===== config.mk =====
export PLATFORM = sky130hd
export DESIGN_NAME = seq_comb_calc_flat
export DESIGN_NICKNAME = d
export VERILOG_FILES = /design/src/rtl/seq_comb_calc_if.sv /design/src/rtl/seq_comb_calc.sv /design/src/flat_wrapper.sv
export SDC_FILE = /design/constraint.sdc
export NUM_CORES = 1
export LEC_CHECK = 0
export ABC_AREA = 1
export CAP_MARGIN = 10
export CELL_PAD_IN_SITES_DETAIL_PLACEMENT = 1
export CELL_PAD_IN_SITES_GLOBAL_PLACEMENT = 1
export CORE_MARGIN = 3
export CORE_UTILIZATION = 38
export CTS_CLUSTER_DIAMETER = 60
export DETAILED_ROUTE_END_ITERATION = 7
export PLACE_DENSITY_LB_ADDON = 0.08
export SLEW_MARGIN = 40
export SYNTH_ARGS = -nofsm -noshare
export SYNTH_HDL_FRONTEND = slang
export SYNTH_SLANG_ARGS = --single-unit

===== constraint.sdc =====
create_clock -name CLOCK_50 -period 2.25 [get_ports CLOCK_50]
set_clock_uncertainty 0.05 [all_clocks]
set_input_delay 0.225 -clock CLOCK_50 [delete_from_list [all_inputs] [get_ports CLOCK_50]]
set_output_delay 0.225 -clock CLOCK_50 [all_outputs]
set_load 0.02 [all_outputs]

===== src/rtl/seq_comb_calc_if.sv =====
// Operand/result bundle between the switch/key front end and the calculator core.
// The master drives the operation request; the slave returns status and result.
interface seq_comb_calc_if #(
   parameter int unsigned W = 4
);
   logic         start;
   logic [2:0]   OP;
   logic [W-1:0] A;
   logic [W-1:0] B;
   logic         clr_sticky;
   logic         busy;
   logic         done;
   logic [W-1:0] R;
   logic         ovf;
   logic         sticky_ovf;

   modport master (
      output start, OP, A, B, clr_sticky,
      input  busy, done, R, ovf, sticky_ovf
   );

   modport slave (
      input  start, OP, A, B, clr_sticky,
      output busy, done, R, ovf, sticky_ovf
   );
endinterface


===== src/rtl/seq_comb_calc.sv =====
// Clocked signed W-bit calculator: single-cycle ALU ops plus a W-cycle shift-add multiplier,
// accumulate mode, per-op and sticky overflow.
module seq_comb_calc #(
   parameter int unsigned W = 4
) (
   input logic          CLOCK_50,
   input logic          RESET,
   seq_comb_calc_if.slave bus
);
   localparam int unsigned CntW = $clog2(W);

   typedef enum logic [0:0] {StIdle, StMul} state_e;

   state_e         state_q, state_d;
   logic [W-1:0]   r_q, r_d;
   logic           ovf_q, ovf_d;
   logic           done_q, done_d;
   logic           sticky_q, sticky_d;
   logic [2*W-1:0] mcand_q, mcand_d;
   logic [2*W-1:0] prod_q, prod_d;
   logic [W-1:0]   mplier_q, mplier_d;
   logic           neg_q, neg_d;
   logic [CntW-1:0] cnt_q, cnt_d;

   logic [W:0]     a_x, b_x, r_x, sum_x;
   logic [W-1:0]   alu_r, abs_a, abs_b;
   logic           alu_ovf, mul_ovf;
   logic [2*W-1:0] prod_last, prod_signed;

   // Arithmetic is done one bit wider so overflow is a disagreement of the top two bits.
   always_comb begin
      a_x     = {bus.A[W-1], bus.A};
      b_x     = {bus.B[W-1], bus.B};
      r_x     = {r_q[W-1], r_q};
      sum_x   = '0;
      alu_r   = '0;
      alu_ovf = 1'b0;
      case (bus.OP)
         3'b000:  sum_x = a_x + b_x;
         3'b001:  sum_x = a_x - b_x;
         3'b011:  sum_x = '0 - a_x;
         3'b111:  sum_x = r_x + a_x;
         default: sum_x = '0;
      endcase
      case (bus.OP)
         3'b100:  alu_r = bus.A & bus.B;
         3'b101:  alu_r = bus.A | bus.B;
         3'b110:  alu_r = bus.A ^ bus.B;
         default: begin
            alu_r   = sum_x[W-1:0];
            alu_ovf = sum_x[W] ^ sum_x[W-1];
         end
      endcase
      abs_a = bus.A[W-1] ? (~bus.A + 1'b1) : bus.A;
      abs_b = bus.B[W-1] ? (~bus.B + 1'b1) : bus.B;
   end

   // Final iteration result, signed, and range check on the upper W+1 bits.
   always_comb begin
      prod_last   = prod_q + (mplier_q[0] ? mcand_q : '0);
      prod_signed = neg_q ? (~prod_last + 1'b1) : prod_last;
      mul_ovf     = !((&prod_signed[2*W-1:W-1]) || !(|prod_signed[2*W-1:W-1]));
   end

   always_comb begin
      state_d  = state_q;
      r_d      = r_q;
      ovf_d    = ovf_q;
      done_d   = 1'b0;
      mcand_d  = mcand_q;
      prod_d   = prod_q;
      mplier_d = mplier_q;
      neg_d    = neg_q;
      cnt_d    = cnt_q;
      case (state_q)
         StIdle: begin
            if (bus.start) begin
               if (bus.OP == 3'b010) begin
                  mcand_d  = {{W{1'b0}}, abs_a};
                  mplier_d = abs_b;
                  prod_d   = '0;
                  neg_d    = bus.A[W-1] ^ bus.B[W-1];
                  cnt_d    = '0;
                  state_d  = StMul;
               end else begin
                  r_d    = alu_r;
                  ovf_d  = alu_ovf;
                  done_d = 1'b1;
               end
            end
         end
         StMul: begin
            prod_d   = prod_last;
            mcand_d  = mcand_q << 1;
            mplier_d = mplier_q >> 1;
            cnt_d    = cnt_q + 1'b1;
            if (cnt_q == CntW'(W - 1)) begin
               r_d     = prod_signed[W-1:0];
               ovf_d   = mul_ovf;
               done_d  = 1'b1;
               state_d = StIdle;
            end
         end
         default: state_d = StIdle;
      endcase
      // A completing overflow beats a simultaneous clear.
      if (done_d && ovf_d) begin
         sticky_d = 1'b1;
      end else if (bus.clr_sticky) begin
         sticky_d = 1'b0;
      end else begin
         sticky_d = sticky_q;
      end
   end

   always_ff @(posedge CLOCK_50 or posedge RESET) begin
      if (RESET) begin
         state_q  <= StIdle;
         r_q      <= '0;
         ovf_q    <= 1'b0;
         done_q   <= 1'b0;
         sticky_q <= 1'b0;
         mcand_q  <= '0;
         prod_q   <= '0;
         mplier_q <= '0;
         neg_q    <= 1'b0;
         cnt_q    <= '0;
      end else begin
         state_q  <= state_d;
         r_q      <= r_d;
         ovf_q    <= ovf_d;
         done_q   <= done_d;
         sticky_q <= sticky_d;
         mcand_q  <= mcand_d;
         prod_q   <= prod_d;
         mplier_q <= mplier_d;
         neg_q    <= neg_d;
         cnt_q    <= cnt_d;
      end
   end

   assign bus.busy       = (state_q == StMul);
   assign bus.done       = done_q;
   assign bus.R          = r_q;
   assign bus.ovf        = ovf_q;
   assign bus.sticky_ovf = sticky_q;
endmodule


===== src/flat_wrapper.sv =====
// flat-port wrapper written by rule: the top's interface ports become plain ports
module seq_comb_calc_flat 
#(
   parameter int unsigned W = 4
)
  (CLOCK_50, RESET, bus_start, bus_OP, bus_A, bus_B, bus_clr_sticky, bus_busy, bus_done, bus_R, bus_ovf, bus_sticky_ovf);
  seq_comb_calc_if #(.W(W)) bus_i ();
  input logic CLOCK_50;
  input logic RESET;
  input wire logic [$bits(bus_i.start)-1:0] bus_start;
  input wire logic [$bits(bus_i.OP)-1:0] bus_OP;
  input wire logic [$bits(bus_i.A)-1:0] bus_A;
  input wire logic [$bits(bus_i.B)-1:0] bus_B;
  input wire logic [$bits(bus_i.clr_sticky)-1:0] bus_clr_sticky;
  output wire logic [$bits(bus_i.busy)-1:0] bus_busy;
  output wire logic [$bits(bus_i.done)-1:0] bus_done;
  output wire logic [$bits(bus_i.R)-1:0] bus_R;
  output wire logic [$bits(bus_i.ovf)-1:0] bus_ovf;
  output wire logic [$bits(bus_i.sticky_ovf)-1:0] bus_sticky_ovf;
  assign bus_i.start = bus_start;
  assign bus_i.OP = bus_OP;
  assign bus_i.A = bus_A;
  assign bus_i.B = bus_B;
  assign bus_i.clr_sticky = bus_clr_sticky;
  assign bus_busy = bus_i.busy;
  assign bus_done = bus_i.done;
  assign bus_R = bus_i.R;
  assign bus_ovf = bus_i.ovf;
  assign bus_sticky_ovf = bus_i.sticky_ovf;
  seq_comb_calc #(.W(W)) u_core (.CLOCK_50(CLOCK_50), .RESET(RESET), .bus(bus_i));
endmodule

# [After elaboration in Yosys (flattened, before gate mapping)]
# Cells that the tools add are included.
[word_totals] ff_bits=31 latch_bits=0 ramBits=0 mem_bits_ro=0 in_bits=15 out_inout_bits=8 elab_cells=89 mem_count=0
[classes] addsub=9 n_mul=0 div_mod_pow=0 order_cmp=0 eq_ne=12 shifts=0 n_mux=37 n_bitwise=9 reduce_logical=12
[ops] operator="8-bit two-way mux" count=6
[ops] operator="8-bit one-hot mux with 2 select lines" count=2
[ops] operator="4-bit two-way mux" count=7
[ops] operator="5-bit one-hot mux with 4 select lines" count=1
[ops] operator="4-bit one-hot mux with 2 select lines" count=2
[ops] operator="3-bit == test, second input constant" count=4
[ops] operator="1-bit two-way mux" count=12
[ops] operator="4-bit one-hot mux with 3 select lines" count=1
[ops] operator="4-bit by 4-bit adder with 5-bit output" count=2
[ops] operator="4-bit by 1-bit adder with 4-bit output, second input constant" count=2
[ops] operator="8-bit by 1-bit adder with 8-bit output, second input constant" count=1
[ops] operator="8-bit adder" count=1
[ops] operator="4-bit NOT" count=2
[ops] operator="8-bit NOT" count=1
[ops] operator="3-bit by 2-bit == test with 1-bit output, second input constant" count=2
[ops] operator="2-bit inequality test, second input constant" count=3
[ops] operator="1-bit one-hot mux with 2 select lines" count=3
[ops] operator="3-bit AND reduction" count=2
[ops] operator="5-bit AND reduction" count=1
[ops] operator="5-bit OR reduction" count=1
[ops] operator="1-bit by 4-bit subtractor with 5-bit output, first input constant" count=1
[ops] operator="4-bit by 4-bit subtractor with 5-bit output" count=1
[ops] operator="4-bit AND" count=1
[ops] operator="2-bit two-way mux" count=2
[ops] operator="other kinds (16)" count=18

# [Depth between registers and ports, before layout]
# Gate-level depths: netlist of run 1.
[logic_depth] word_depth=13 ltp_mapped=21 ltp_nobuf=20

# [Worst setup path before layout of run 1]
# OpenSTA, ideal clock, no wires.
[synth_timing] kind="flip-flop to flip-flop" from="register u_core.mplier_q[0]" to="register u_core.sticky_q (netlist: u_core.bus.sticky_ovf)" setup_ns=0.117 arrival_time_ns=2.240 required_time_ns=2.083 path_slack_ns=-0.158 stages_incl_launch_ff=22 n_path_buf=1 synth_period_minus_slack_ns=2.408 cell_sequence="dfrtp_1 buf_2 nand2_1 inv_1 ha_1 fa_1 nand2_1 inv_1 nor2_1 inv_2 nand3_1 nand2_1 nand2_1 nand2_1 inv_2 nand3_1 nor2_1 nand2_1 nand2_1 nand3_1 nand3_1 nand2_1"
[synth_via] elab_chain_cells=13 word_cells_on_any_way=15 cone_classes="add/sub (2); mux (5); bitwise (1); reduce/logical (7)"
[synth_rtl] element="from (decl)" line="seq_comb_calc.sv:21" rtl="logic [W-1:0] mplier_q, mplier_d;"
[synth_rtl] element="from (signal assigned)" line="seq_comb_calc.sv:136" rtl="mplier_q <= mplier_d;"
[synth_rtl] element="8-bit two-way mux *" line="seq_comb_calc.sv:60" rtl="prod_last = prod_q + (mplier_q[0] ? mcand_q : '0);"
[synth_rtl] element="8-bit adder *" line="seq_comb_calc.sv:60"
[synth_rtl] element="8-bit NOT" line="seq_comb_calc.sv:61" rtl="prod_signed = neg_q ? (~prod_last + 1'b1) : prod_last;"
[synth_rtl] element="8-bit by 1-bit adder with 8-bit output" line="seq_comb_calc.sv:61"
[synth_rtl] element="8-bit two-way mux *" line="seq_comb_calc.sv:61"
[synth_rtl] element="5-bit OR reduction" line="seq_comb_calc.sv:62" rtl="mul_ovf = !((&prod_signed[2*W-1:W-1]) || !(|prod_signed[2*W-1:W-1]));"
[synth_rtl] element="1-bit logical NOT" line="seq_comb_calc.sv:62"
[synth_rtl] element="1-bit logical OR *" line="seq_comb_calc.sv:62"
[synth_rtl] element="1-bit logical NOT *" line="seq_comb_calc.sv:62"
[synth_rtl] element="1-bit two-way mux *" line="seq_comb_calc.sv:97" rtl="if (cnt_q == CntW'(W - 1)) begin"
[synth_rtl] element="1-bit one-hot mux with 2 select lines *" line="seq_comb_calc.sv:75" rtl="case (state_q)"
[synth_rtl] element="1-bit logical AND *" line="seq_comb_calc.sv:107" rtl="if (done_d && ovf_d) begin"
[synth_rtl] element="1-bit two-way mux or 2-bit nonzero test (tied branches)"
[synth_rtl] element="to (signal assigned)" line="seq_comb_calc.sv:133" rtl="sticky_q <= sticky_d;"
[synth_rtl] element="to (decl)" line="seq_comb_calc.sv:18" rtl="logic sticky_q, sticky_d;"
# Mark *: on every way between the ends. The rest lies on a longest branch, timed or not.
# A chain may end at the register's enable or synchronous reset.

# [Final worst setup path of run 1]
# Ends and elaborated chain as after synthesis.

==> run_results.csv, run 1 <==
group,metric,value,unit
run_status,outcome,"finished, violations left",
run_status,violations,"setup timing",
synthesis,synth_cell_type_count,33,
timing,slew_headroom,70.8,%
synthesis,netlist_area,2590,sq um
floorplan,core,6460,sq um
floorplan,fp.dieH,88.5,um
timing,max_freq,399,MHz
global_routing,grt_usage,23.9,%
global_routing,grt_pass1_vias,3121,
route,postRouteAntennaNets,0,
clock_tree,clkLatencyLatePin,0.29,ns
floorplan,std_cell_rows,29,
floorplan,die-area,7830,sq um
pwr,vdd_ir_drop_max,0.451,mV
critical_path,crit_path_start_kind,"flip-flop",
timing,finalSetupTns,-0.615,ns
critical_path,path_class,"flip-flop to flip-flop",
final_layout,area_delta_synth_final,44.3,%
timing,drv_slew,0,
clock_tree,cts_buffers,5,
synthesis,ys_seq_area_share,30.0,%
synthesis,synth_top_cell_by_area,"dfrtp_1",
route,route.detailed.drc,0,
route,first_pass_iters,4,
floorplan,start_util,40.1,%
timing,post-route-period-util,111,%
pwr,leakage,1.98,nW
clock_tree,clk_pin_slew,0.08,ns
synthesis,synth_edf_count,0,
placement,io_buffers,22,
clock_tree,htreeDepth,2,
route,first_iter_violations,86,
timing,rsz0062_at_grt,"true",
timing,fin_ws,-0.253,ns
timing,fin_crit,2.50,ns
critical_path,arrival,2.64,ns
final_layout,drive_above_1_share,29.0,%
timing,setup_viol,4,
placement,routabilityCongestion,0.863,
timing,hold-worst-slack,0.273,ns
synthesis,syn_inst,376,
critical_path,reg2reg_setup_slack,-0.25,ns
min_path,hp-class,"input port to asynchronous set/reset pin",
global_routing,grt_pass1_wl,14600,um
clock_tree,clkSinkCount,31,
final_layout,post-route-util,57.8,%
critical_path,worstPathRequired,2.38,ns
floorplan,io_pins,23,
clock_tree,cts_tree,"built",
synthesis,syn_nets,418,
route,drt-vias-per-instance,5.24,
synthesis,avgSynthCellArea,6.88,sq um
critical_path,worstPathMaxFanout,4,
final_layout,antenna_cells,0,
synthesis,netlist_top_cells_area,"dfrtp_1, nand2_1, ha_1",
global_routing,grt_max_degree,32,
timing,hold_viol,0,
placement,dp_hpwl,6800,um
timing,max_slew.worst_pin.slew,0.438,ns
synthesis,yosys.area.top_type_share,30.0,%
critical_path,endpoint_kind,"flip-flop",
route,routed_wl,8740,um
route,num_vias,2880,
clock_tree,cts_root_buf,"clkbuf_8",
floorplan,die_w,88.5,um
synthesis,synth_warnings,0,
synthesis,synthArstFlopShare,100,%
global_routing,overflow,0,
clock_tree,hold_buffers,0,
pwr,powerDensity,1140,nW/um^2
synthesis,ys_ff_latch,31,
clock_tree,clk_path_buf_depth,2,
route,avgRoutedWirePerCell,15.9,um
final_layout,layout.nets,514,
final_layout,final_area,3730,sq um
synthesis,yosys-top-cells-count,"nand2_1, inv_1, dfrtp_1, nand3_1, ha_1",
placement,dpl_cell_area,3410,sq um
flow_run,max_cap_viol_count,0,
global_routing,antenna_found_initial,0,
synthesis,synth_most_common_cell,"nand2_1",
synthesis,ys.flop_type,"dfrtp_1",
cell usage in the layout (no fill, tap or decap), drive strengths merged, types with 4 or more instances in the layout:
| cell | count |
|---|---|
| nand3 | 34 |
| nand4 | 4 |
| nor3 | 5 |
| dlygate4sd2 | 4 |
| nor2 | 24 |
| clkbuf | 7 |
| dfrtp | 31 |
| inv | 59 |
| buf | 73 |
| a21oi | 12 |
| ha | 25 |
| o211ai | 8 |
| o21ai | 21 |
| clkdlybuf4s50 | 16 |
| a31oi | 4 |
| nand2 | 119 |
through the flow:
stage | instances | setup slack [ns] | total power [W]
floorplan | 376 | -0.0290 | 0.00231
global placement | 533 | -0.593 | 0.00323
detailed placement | 533 | -0.766 | 0.00330
CTS | 545 | -0.191 | 0.00411
global route | 550 | -0.407 | 0.00464
finish | 550 | -0.253 | 0.00426
final cells by class:
cell class | instances | area [sq um]
clock buffer | 5 | 68.8
inverter | 60 | 228
timing repair buffer | 95 | 764
clock inverter | 3 | 43.8
sequential | 31 | 776
fill | 839 | 2720
tap | 77 | 96.3
multi-input combinational | 279 | 1760
path summary, 6_finish.rpt:
kind | from | to | depth (start not counted)
max in group asynchronous | RESET | u_core.neg_q$_DFFE_PP0P_ | 3
worst max-delay path | u_core.mplier_q[0]$_DFFE_PP0P_ | u_core.bus.sticky_ovf$_DFFE_PP0P_ | 20
worst max register to register | u_core.mplier_q[0]$_DFFE_PP0P_ | u_core.bus.sticky_ovf$_DFFE_PP0P_ | 20
min in group CLOCK_50 | u_core.cnt_q[0]$_DFFE_PP0P_ | u_core.cnt_q[0]$_DFFE_PP0P_ | 1
worst min-delay path | RESET | u_core.mcand_q[4]$_DFFE_PP0P_ | 3
worst min register to register | u_core.cnt_q[0]$_DFFE_PP0P_ | u_core.cnt_q[0]$_DFFE_PP0P_ | 1
layer usage:
layer	wire length [um]	vias to the layer above	GRT usage, %
met5	0	-	0
met3	170	15	2.79
met2	4460	33	44.2
met4	206	0	7.97
met1	3900	1410	28.6
li1	-	1422	-
repair_timing:
action | 4_1_cts | 5_1_grt
pin swaps | 18 | 12
endpoints found under the setup margin | 5 | 5
gates resized for setup | 39 | 13
buffers inserted | 4 | 6
hold endpoints to repair | 0 | 0
kinds of logic after synthesis:
| family | count (synthesis) | synth area share, % |
|---|---|---|
| and+or+nand+nor | 189 | 31.5 |
| buffers and inverters | 66 | 9.67 |
| AOI/OAI and AO/OA | 59 | 13.8 |
| DFF | 31 | 30.0 |
| adders and majority gates | 27 | 13.6 |
| xor gates and xnor gates | 4 | 1.35 |
report_power, final:
| part | leakage, nW | internal, W | switching, W | total [W] |
|---|---|---|---|---|
| Combinational | 1.51 | 0.00126 | 0.00148 | 0.00273 |
| Sequential | 0.407 | 0.000766 | 0.000201 | 0.000967 |
| Clock | 0.0581 | 0.000330 | 0.000230 | 0.000560 |
critical path, cell delays in order (launching register included):
cell	delay, ns
dfrtp_1	0.42
nand2_2	0.09
inv_2	0.05
ha_4	0.16
fa_2	0.40
nand2_2	0.10
inv_2	0.05
nor2_4	0.13
inv_2	0.08
nand3_2	0.08
nand2_1	0.06
nand2_1	0.09
nand2_2	0.06
inv_2	0.07
nand3_2	0.07
nor2_1	0.11
nand2_1	0.07
nand2_2	0.09
nand3_2	0.09
nand3_2	0.07
nand2_1	0.04
sequential cells by signal (all words and copies together), names as in the netlist:
signal and cells:
u_core.mplier_q 4, u_core.neg_q 1, u_core.prod_q 8, u_core.bus.done 1, u_core.bus.R 4, u_core.cnt_q 2
u_core.mcand_q 8, u_core.bus.sticky_ovf 1, u_core.bus.ovf 1, u_core.bus.busy 1
Note: power is estimated with default switching activity, not from simulation.
==> run 2: changes to the inputs <==
--- a/config.mk
+++ b/config.mk
@@ -9,11 +9,12 @@
 export CAP_MARGIN = 10
 export CELL_PAD_IN_SITES_DETAIL_PLACEMENT = 1
 export CELL_PAD_IN_SITES_GLOBAL_PLACEMENT = 1
+export CORE_ASPECT_RATIO = 1.4
 export CORE_MARGIN = 3
 export CORE_UTILIZATION = 38
 export CTS_CLUSTER_DIAMETER = 60
 export DETAILED_ROUTE_END_ITERATION = 7
-export PLACE_DENSITY_LB_ADDON = 0.08
+export PLACE_DENSITY = 0.84
 export SLEW_MARGIN = 40
 export SYNTH_ARGS = -nofsm -noshare
 export SYNTH_HDL_FRONTEND = slang
==> run_results.csv, run 2 (synthesis results as in run 1) <==
group,metric,value,unit
clock_tree,clkSinkCount,31,
clock_tree,cts_buffers,5,
critical_path,reg2reg_setup_slack,-0.36,ns
pwr,powerDensity,1190,nW/um^2
route,route.detailed.drc,0,
final_layout,stdcell_count,561,
critical_path,critical_path.reg2reg.endpoint,"u_core.bus.sticky_ovf$_DFFE_PP0P_",
final_layout,top_regs,"u_core.mcand_q x8, u_core.prod_q x8",
placement,io_buffers,22,
final_layout,area_delta_synth_final,46.8,%
final_layout,final_common_cell,"nand2_1",
floorplan,fp.dieH,104,um
pwr,power.net_switching,0.00214,W
timing,drv_slew,0,
critical_path,reg2regPathDepth,16,
timing,slew_headroom,67.7,%
route,postRouteAntennaNets,0,
clock_tree,clk_path_buf_depth,2,
global_routing,grt_usage,29.0,%
pwr,p_sw_share,47.4,%
pwr,seqPwrFrac,22.5,%
placement,dp_cells,544,
timing,rsz0062_at_grt,"true",
global_routing,grt_pass1_wl,17200,um
run_status,outcome,"finished, violations left",
critical_path,crit_path_start_kind,"flip-flop",
final_layout,drive_above_1_share,29.7,%
final_layout,post-route-util,59.1,%
final_layout,antenna_cells,0,
clock_tree,htreeDepth,2,
clock_tree,clkLatencyLatePin,0.30,ns
pwr,combPwrFrac,64.2,%
min_path,hp-class,"input port to asynchronous set/reset pin",
floorplan,die_w,75.7,um
pwr,clockPowerShare,13.3,%
critical_path,worstPathRequired,2.40,ns
critical_path,crit_end,"u_core.bus.sticky_ovf$_DFFE_PP0P_",
route,first_pass_iters,4,
global_routing,grt_max_degree,32,
route,drt-vias-per-instance,5.43,
timing,max_freq,383,MHz
placement,dpl_cell_area,3410,sq um
timing,max_slew.worst_pin.slew,0.484,ns
timing,setup_viol,5,
placement,dp_hpwl,7310,um
clock_tree,cts_tree,"built",
timing,hold-worst-slack,0.277,ns
global_routing,grt_pass1_vias,3431,
critical_path,crit-reg2reg-launch,"u_core.mplier_q[0]$_DFFE_PP0P_",
floorplan,start_util,40.3,%
critical_path,path_class,"flip-flop to flip-flop",
route,avgRoutedWirePerCell,19.4,um
route,first_iter_violations,109,
placement,routabilityCongestion,0.890,
pwr,leakage,1.98,nW
timing,hold_viol,0,
pwr,vdd_ir_drop_max,0.421,mV
floorplan,core,6420,sq um
critical_path,startpoint,"u_core.mplier_q[0]$_DFFE_PP0P_",
final_layout,layout.nets,512,
global_routing,overflow,0,
floorplan,io_pins,23,
timing,post-route-period-util,116,%
route,routed_wl,10900,um
flow_run,max_cap_viol_count,0,
floorplan,die-area,7850,sq um
route,num_vias,3046,
timing,fin_ws,-0.359,ns
final_layout,layout_common_cells,"nand2_1, buf_4, inv_1, dfrtp_1, nand3_1",
critical_path,arrival,2.75,ns
clock_tree,clk_pin_slew,0.08,ns
run_status,violations,"setup timing",
global_routing,antenna_found_initial,0,
final_layout,final_area,3800,sq um
critical_path,worstPathMaxFanout,6,
placement,dpl_worst_slack,-0.828,ns
pwr,p_int,0.00237,W
timing,fin_crit,2.61,ns
clock_tree,cts_root_buf,"clkbuf_8",
clock_tree,hold_buffers,0,
critical_path,endpoint_kind,"flip-flop",
floorplan,std_cell_rows,34,
[run 2: timing repair]
| action | in CTS | in global routing |
|---|---|---|
| pin swaps | 25 | 17 |
| setup endpoints to repair | 5 | 7 |
| setup buffers | 7 | 5 |
| resized for setup | 41 | 22 |
[run 2: worst max-delay path, cell delays in order (launching register included)]
cell     delay, ns
dfrtp_2       0.46
nand2_2       0.08
inv_2         0.05
ha_4          0.17
fa_2          0.61
inv_4         0.07
ha_4          0.18
nand3_2       0.09
nand2_1       0.06
nand2_1       0.13
nand3_2       0.08
nor2_1        0.11
nand2_1       0.08
nand2_2       0.09
nand3_2       0.07
nand3_2       0.08
nand2_1       0.05
[run 2: routing by layer]
metal  global-route usage (%)  wire, um
met1                     28.1      3840
met2                     54.8      6270
met3                     3.88       218
met4                     15.8       577
met5                        0         0
[run 2: worst min-delay path by stage]
stage	from	to	slack [ns]
floorplan	RESET	u_core.bus.R[0]$_DFFE_PP0P_	0.28
global placement	u_core.cnt_q[0]$_DFFE_PP0P_	u_core.cnt_q[0]$_DFFE_PP0P_	0.42
detailed placement	u_core.bus.sticky_ovf$_DFFE_PP0P_	u_core.bus.sticky_ovf$_DFFE_PP0P_	0.44
CTS	RESET	u_core.mplier_q[2]$_DFFE_PP0P_	0.29
global route	RESET	u_core.cnt_q[0]$_DFFE_PP0P_	0.32
finish	RESET	u_core.prod_q[5]$_DFFE_PP0P_	0.28
[run 2: power by group through the flow]
stage                     combinational [W]  clock, W  sequential, W
after floorplan                     0.00134         0       0.000974
after global placement              0.00217         0       0.000959
after detailed placement            0.00231         0       0.000980
after CTS                           0.00257  0.000593       0.000990
after global routing                0.00313  0.000633        0.00104
final                               0.00289  0.000599        0.00101
[run 2: stage by stage]
step / total power (W) / TNS (ns)
2_1_floorplan: 0.00231 / -0.0290
4_1_cts: 0.00415 / -0.524
5_1_grt: 0.00480 / -1.74
3_3_place_gp: 0.00313 / -2.36
3_5_place_dp: 0.00329 / -3.33
6_report: 0.00451 / -1.10
[run 2: final cells by class]
type                    count  area, sq um
repair buffers             93          751
multi-input cells         279         1810
inverters                  60          230
flip-flops and latches     31          777
clock buffers               6         82.6
well taps                  90          113
fillers                   806         2630
clock inverters             2         35.0
==> run 3: changes to the inputs <==
--- a/config.mk
+++ b/config.mk
@@ -13,6 +13,7 @@
 export CORE_MARGIN = 3
 export CORE_UTILIZATION = 38
 export CTS_CLUSTER_DIAMETER = 60
+export CTS_CLUSTER_SIZE = 40
 export DETAILED_ROUTE_END_ITERATION = 7
 export PLACE_DENSITY = 0.84
 export SLEW_MARGIN = 40
==> results of run 3 <==
No change in the layout: final DEF, timing and power equal those of run 2.
